==> config.mk <==
export PLATFORM = sky130hd
export DESIGN_NAME = fifo_mw
export DESIGN_NICKNAME = d
export VERILOG_FILES = /design/src/rtl/fifo_mw_pkg.sv /design/src/rtl/fifo_mw_slot_alloc.sv /design/src/rtl/fifo_mw.sv
export SDC_FILE = /design/constraint.sdc
export NUM_CORES = 1
export LEC_CHECK = 0
export CORE_AREA = 2 2 354 356
export CTS_CLUSTER_SIZE = 40
export DETAILED_ROUTE_END_ITERATION = 8
export DIE_AREA = 0 0 356 358
export SLEW_MARGIN = 20
export SYNTH_ARGS = -nofsm -noshare
export SYNTH_HDL_FRONTEND = slang
export SYNTH_HIERARCHICAL = 1
export SYNTH_SLANG_ARGS = --single-unit
==> constraint.sdc <==
create_clock -name clk -period 8.6 [get_ports clk]
set_input_delay 0.86 -clock clk [delete_from_list [all_inputs] [get_ports clk]]
set_output_delay 0.86 -clock clk [all_outputs]
set_load 0.02 [all_outputs]
==> src/rtl/fifo_mw_pkg.sv <==
// Shared constants and helpers for the multiple-write FIFO.
// The optional FIFO_MW_DROP_CNT_EN build uses sat_add for the drop counter.
package fifo_mw_pkg;

    localparam int DROP_CNT_W = 16;

    function automatic logic [DROP_CNT_W-1:0] sat_add(
        input logic [DROP_CNT_W-1:0] a,
        input logic [DROP_CNT_W-1:0] b
    );
        logic [DROP_CNT_W:0] sum;
        sum = {1'b0, a} + {1'b0, b};
        return sum[DROP_CNT_W] ? '1 : sum[DROP_CNT_W-1:0];
    endfunction

endpackage

==> src/rtl/fifo_mw_slot_alloc.sv <==
// Combinational slot allocator: per-lane accept, prefix-count offsets and
// the total number of accepted lanes.
module fifo_mw_slot_alloc
    import fifo_mw_pkg::*;
#(
    parameter int WR_NUM     = 2,
    parameter int ADDR_WIDTH = 4
) (
    input  logic [WR_NUM-1:0]                 push,
    input  logic [WR_NUM-1:0]                 full,
    output logic [WR_NUM-1:0]                 accepted,
    output logic [WR_NUM-1:0][ADDR_WIDTH-1:0] offset,
    output logic [ADDR_WIDTH:0]               n_acc
);

    always_comb begin
        logic [ADDR_WIDTH:0] running;
        running  = '0;
        accepted = push & ~full;
        offset   = '0;
        for (int i = 0; i < WR_NUM; i++) begin
            // offset never exceeds WR_NUM-1 <= RAM_DEPTH-1, so it fits in ADDR_WIDTH bits
            offset[i] = running[ADDR_WIDTH-1:0];
            running   = running + {{ADDR_WIDTH{1'b0}}, accepted[i]};
        end
        n_acc = running;
    end

endmodule

==> src/rtl/fifo_mw.sv <==
// Multiple-write, single-read FIFO merging WR_NUM lanes in lane-index order.
// Optional macro FIFO_MW_DROP_CNT_EN adds a saturating drop_cnt output.
module fifo_mw
    import fifo_mw_pkg::*;
#(
    parameter int DATA_WIDTH = 64,
    parameter int ADDR_WIDTH = 4,
    parameter int RAM_DEPTH  = 1 << ADDR_WIDTH,
    parameter int WR_NUM     = 2
) (
    input  logic                         clk,
    input  logic                         rst_n,
    input  logic                         Reset,
    input  logic [WR_NUM-1:0]            push,
    input  logic [DATA_WIDTH*WR_NUM-1:0] data_in,
    input  logic                         pop,
    output logic [DATA_WIDTH-1:0]        data_out,
    output logic                         empty,
    output logic [WR_NUM-1:0]            full
`ifdef FIFO_MW_DROP_CNT_EN
    ,
    output logic [DROP_CNT_W-1:0]        drop_cnt
`endif
);

    localparam int CNT_W = ADDR_WIDTH + 1;

    logic [DATA_WIDTH-1:0]                mem [RAM_DEPTH];
    logic [ADDR_WIDTH-1:0]                wr_pointer;
    logic [ADDR_WIDTH-1:0]                rd_pointer;
    logic [CNT_W-1:0]                     fifo_count;
    logic [CNT_W-1:0]                     free;
    logic                                 clr;
    logic                                 rd_en;
    logic [WR_NUM-1:0]                    accepted;
    logic [WR_NUM-1:0][ADDR_WIDTH-1:0]    offset;
    logic [CNT_W-1:0]                     n_acc;

    assign clr   = !rst_n || Reset;
    assign free  = CNT_W'(RAM_DEPTH) - fifo_count;
    assign empty = (fifo_count == '0);
    assign rd_en = pop && !empty;

    // Lane i stalls unless there is room for itself and every lower lane.
    for (genvar i = 0; i < WR_NUM; i++) begin : g_full
        assign full[i] = (free < CNT_W'(i + 1));
    end

    fifo_mw_slot_alloc #(
        .WR_NUM     (WR_NUM),
        .ADDR_WIDTH (ADDR_WIDTH)
    ) u_slot_alloc (
        .push     (push),
        .full     (full),
        .accepted (accepted),
        .offset   (offset),
        .n_acc    (n_acc)
    );

    always_ff @(posedge clk) begin
        if (!clr) begin
            for (int i = 0; i < WR_NUM; i++) begin
                if (accepted[i]) begin
                    mem[wr_pointer + offset[i]] <= data_in[DATA_WIDTH*i +: DATA_WIDTH];
                end
            end
        end
    end

    always_ff @(posedge clk) begin
        if (clr) begin
            wr_pointer <= '0;
            rd_pointer <= '0;
            fifo_count <= '0;
            data_out   <= '0;
        end else begin
            wr_pointer <= wr_pointer + n_acc[ADDR_WIDTH-1:0];
            rd_pointer <= rd_pointer + ADDR_WIDTH'(rd_en);
            fifo_count <= fifo_count + n_acc - CNT_W'(rd_en);
            if (rd_en) begin
                data_out <= mem[rd_pointer];
            end
        end
    end

`ifdef FIFO_MW_DROP_CNT_EN
    logic [DROP_CNT_W-1:0] n_drop;

    always_comb begin
        n_drop = '0;
        for (int i = 0; i < WR_NUM; i++) begin
            n_drop = n_drop + DROP_CNT_W'(push[i] & full[i]);
        end
    end

    always_ff @(posedge clk) begin
        if (clr) begin
            drop_cnt <= '0;
        end else begin
            drop_cnt <= sat_add(drop_cnt, n_drop);
        end
    end
`else
    // Rejected pushes are discarded without accounting in this build.
`endif

endmodule
Word level (Yosys, flattened, before mapping)
Memory sizes are Yosys's and may differ from the RTL's. A register that Yosys moved wholly into a read port is not among the register bits.
Index checks and enable logic that the tools add are counted.
{"block": "word_totals", "ff_bits": 13, "n_memories": 1, "elab_cells": 26, "out_inout_bits": 67, "in_bits": 134, "mem_bits_rw": 1024}
{"memory": "mem", "depth": 16, "word_bits": 64, "rd": 1, "rd_clocked_by_memory_dff": 1, "write_ports": 2, "line": "fifo_mw.sv:28", "source": "logic [DATA_WIDTH-1:0] mem [RAM_DEPTH];"}
{"block": "classes", "magnitude_cmp": 2, "n_mux": 6, "n_bitwise": 2, "n_reduce_logical": 5, "add_sub_neg": 7}
{"operator": "$add 4x1->4", "count": 2}
{"operator": "$mux 1", "count": 6}
{"operator": "$add 5x5->5", "count": 1}
{"operator": "$logic_not 5->1", "count": 1}
{"operator": "$lt 5x1->1 const B", "count": 1}
{"operator": "$lt 5x2->1 const B", "count": 1}
{"operator": "$sub 5x1->5", "count": 1}
{"operator": "$sub 5x5->5 const A", "count": 1}
{"operator": "$add 4x4->4", "count": 1}
{"operator": "$add 1x1->2", "count": 1}
{"operator": "$and 2x2->2", "count": 1}
{"operator": "$logic_not 1->1", "count": 2}
{"operator": "$not 2->2", "count": 1}
{"operator": "$logic_and 1x1->1", "count": 1}
{"operator": "$logic_or 1x1->1", "count": 1}

Logic depth before layout (Yosys ltp)
{"block": "logic_depth", "ltp_word": 7, "depth_mapped": 17, "ltp_nobuf": 17}

Cells and area by module
The synthesis kept the hierarchy.
{"mod": "fifo_mw", "cells_per_inst": 3347, "seq_area_each_um2": 32291.0, "n_inst": 1, "area_per_inst_um2": 55243.0}
{"mod": "fifo_mw_slot_alloc", "cells_per_inst": 15, "seq_area_each_um2": 0.0, "n_inst": 1, "area_per_inst_um2": 126.4}

Worst setup path before layout
OpenSTA, ideal clock, no wires.
{"block": "synth_timing", "path_type": "flip-flop to flip-flop", "startpoint": "reg fifo_count[0]", "endpoint": "mem mem[12][0] (enable)", "setup_ps": 574, "setup_slack_ps": 1367, "path_stages_with_launch": 9, "arrival_ps": 6659, "synth_period_minus_slack_ps": 7233, "path_buffers": 0, "cell_sequence": "dfxtp_1 > inv_1 > ha_1 > and3_1 > ha_1 > nor4b_1 > nor2b_4 > or4b_2 > o21ai_0"}
{"element": "from (decl)", "line": "fifo_mw.sv:31", "source": "logic [CNT_W-1:0] fifo_count;"}
{"element": "from (signal assigned)", "line": "fifo_mw.sv:79", "source": "fifo_count <= fifo_count + n_acc - CNT_W'(rd_en);"}
{"element": "to (decl)", "line": "fifo_mw.sv:28"}

==> out/metrics.yaml <==
routing:
  drtIter0Drc: 2993
  drt.antenna.violating_nets: 0
  detail_route.first_pass.iterations: 5
  wirelength_um: 158000
  post_drt_via_cell_ratio: 6.12
  detailroute.via_count: 31376
  drt-wirelength-per-cell_um: 30.9
  drc_errors: 0
synthesis:
  seq_area_frac_synth_pct: 58.3
  synthesis.yosys.warnings: 6
  ys_top_cells_by_area: "edfxtp_1 56%, mux2_2 11%, mux2_1 8.2%, mux2i_1 5.9%, mux4_2 5.2%"
  synth.ff_latch_count: 1101
  synthCells: 3362
  synth_largest_type_area_fraction_pct: 55.5
  synthDominantAreaCellType: "edfxtp_1"
  post_synth.cell_area_avg_sq_um: 16.5
  synthesis.area_sq_mm: 0.0554
  yosys.cell_types.count: 44
placement:
  placed_cell_area_sq_mm: 0.0584
  io_buffers: 200
  pre_cts_ws_ps: 2780
  routabilityCongestion: 0.779
  place.detailed.hpwl_um: 86500
floorplan:
  die_h_um: 358
  floorplan.initialDensity_pct: 44.9
  die_width_um: 356
  top_level_ports: 201
  core_box_area_sq_mm: 0.123
  rows: 129
  die_area_sq_mm: 0.127
global_routing:
  antenna_violations_before_repair: 10
  grt.busiest_layer: "met2"
  met3_usage_pct: 3.80
  grt_first_pass_wirelength_um: 229000
  grt_max_degree: 152
  grt.met2_usage_pct: 40.9
  first_global_vias: 33275
  grt_use_total_pct: 24.6
  grt-ovfl-total: 0
  gr-usage-met1_pct: 33.6
cts:
  postCtsSetupRepairBufs: 0
  h-tree-depth: 3
  cts.root.buffer_cell: "clkbuf_16"
  clkSinkCount: 1101
  cts_buffers: 118
  clk_pin_slew_worst_paths_ps: 60
  clock_path_buffers: 3
  cts.hold.buffers_added: 0
  worst_skew_pair.late_latency_ps: 720
  post_cts.resized_instances: 0
  cts_tree: "done"
critical_path:
  critical_path_peak_fanout: 47
  critical_path_class: "reg -> reg"
  crit_end_element: "register"
  critPathLaunchType: "register"
  timing.critical_path.required_ps: 8920
  worst_ep_arrival_time_ps: 6200
layout:
  leading_cell_types_in_the_layout_fill_and_taps_excluded: "1024 x edfxtp_1, 535 x mux2_2, 401 x mux2_1"
  finish.instance_area_sq_mm: 0.0622
  layout_commonest_cell: "edfxtp_1"
  syn_to_final_growth_pct: 12.4
  post_route_cells_drive_above_1_share_pct: 29.4
  nets_final: 3550
  final_util_pct: 50.5
  fillers: 10160
timing:
  finalHoldViolCount: 0
  timing.final.setup_violations: 0
  post-route-period-util_pct: 68.4
  unrepaired_setup_endpoints_after_global_routing: "no"
  timing.setup.tns_ps: 0
  timing.final.max_slew_violations: 0
  maxSlewHeadroom_pct: 16.5
  layout_setup_ws_ps: 2720
  timing.clock.skew_ps: 20.5
  whs_ps: 497
  tightestPinTransition_ps: 1250
  finalCriticalPeriod_ps: 5880
  fmaxAchievable_mhz: 170
pwr:
  leakagePower_nw: 19.7
  irDropWorstVdd_mv: 0.188
  pwr_density_cell_mw_per_mm2: 212
outcome:
  run_status: "complete, no violations"
run:
  drv.max_cap_violation_count: 0
hold_path:
  hp-class: "reg -> reg"
[cell usage after synthesis (all sizes together)]
library cell  number
nand2b             1
ha                22
buf              179
nor3b             10
inv               18
a21oi              6
a22oi            128
nor4b              1
xor2               7
o21bai             8
nand3              3
edfxtp          1024
o211ai             1
nor2b              6
nand4              1
or4b               1
fa                 4
mux2            1025
o21ai             80
nand2              3
and3               6
conb               1
mux4             128
a21o               5
nor2              14
nor4bb             1
and4b              1
nor3               4
mux2i            324
xnor2             10
nand4bb            1
dfxtp             77
and2               6
a32oi             64
nand4b             3
clkbuf           189
[through the flow]
step                      total power [mW]  instances
after floorplan                       7.57       3371
after global placement                8.18       4905
after detailed placement              8.26       4905
after CTS                             13.2       5126
after global routing                  13.6       5130
final                                 13.2       5130
[final timing paths]
check / to / slack (ps) / cells past startpoint / from
worst max-delay path: mem[0][10]$_DFFE_PP_ / 2720 / 14 / fifo_count[0]$_SDFF_PP0_
worst min-delay path: data_out[56]$_SDFFE_PP0P_ / 500 / 2 / data_out[56]$_SDFFE_PP0P_
worst max register to register: mem[0][10]$_DFFE_PP_ / 2720 / 14 / fifo_count[0]$_SDFF_PP0_
worst min register to register: data_out[56]$_SDFFE_PP0P_ / 500 / 2 / data_out[56]$_SDFFE_PP0P_
[cell type report]
cell class	count	area [sq um]	area share, %
Sequential cell	1101	32300	51.9
Multi-Input combinational cell	1884	21400	34.4
Clock buffer	172	3370	5.42
Timing Repair Buffer	267	2580	4.15
Tap cell	1637	2050	3.29
Clock inverter	49	428	0.688
Inverter	18	67.6	0.109
Antenna cell	2	5.00	0.00804
[logic make-up after synthesis]
logic type	share of synthesized area, %
AO/OA/AOI/OAI	3.73
XOR/XNOR	0.269
other	0.00677
AND/OR/NAND/NOR	0.777
adder cells (fa/ha/maj)	0.642
multiplexers	32.5
buffers and inverters	3.74
flip-flops	58.3
[where the power goes]
part           total [mW]  internal, mW  switching (mW)
Sequential           6.32          6.21           0.109
Combinational        1.84         0.733            1.11
Clock                5.01          2.91            2.10
[critical path, stage by stage (launching register included)]
cell	delay, ps
dfxtp_1	380
inv_1	80
ha_1	230
and3_1	210
ha_1	290
nor4b_1	630
nor2b_4	150
ha_1	270
fa_1	490
nand4bb_1	230
nor3_1	400
nor3b_4	250
buf_4	580
o21bai_4	430
buf_4	800
[layer usage]
layer,routed length [um],part of all wire [%]
met5,15,0.0095
met4,3720,2.3
met3,9850,6.2
met2,76600,48
met1,68100,43
[state kept, by name, summed over array words and instances, names as in the netlist]
name / flops
fifo_count: 5
rd_pointer: 4
data_out: 64
mem: 1024
wr_pointer: 4
(Power assumes the default switching activity.)
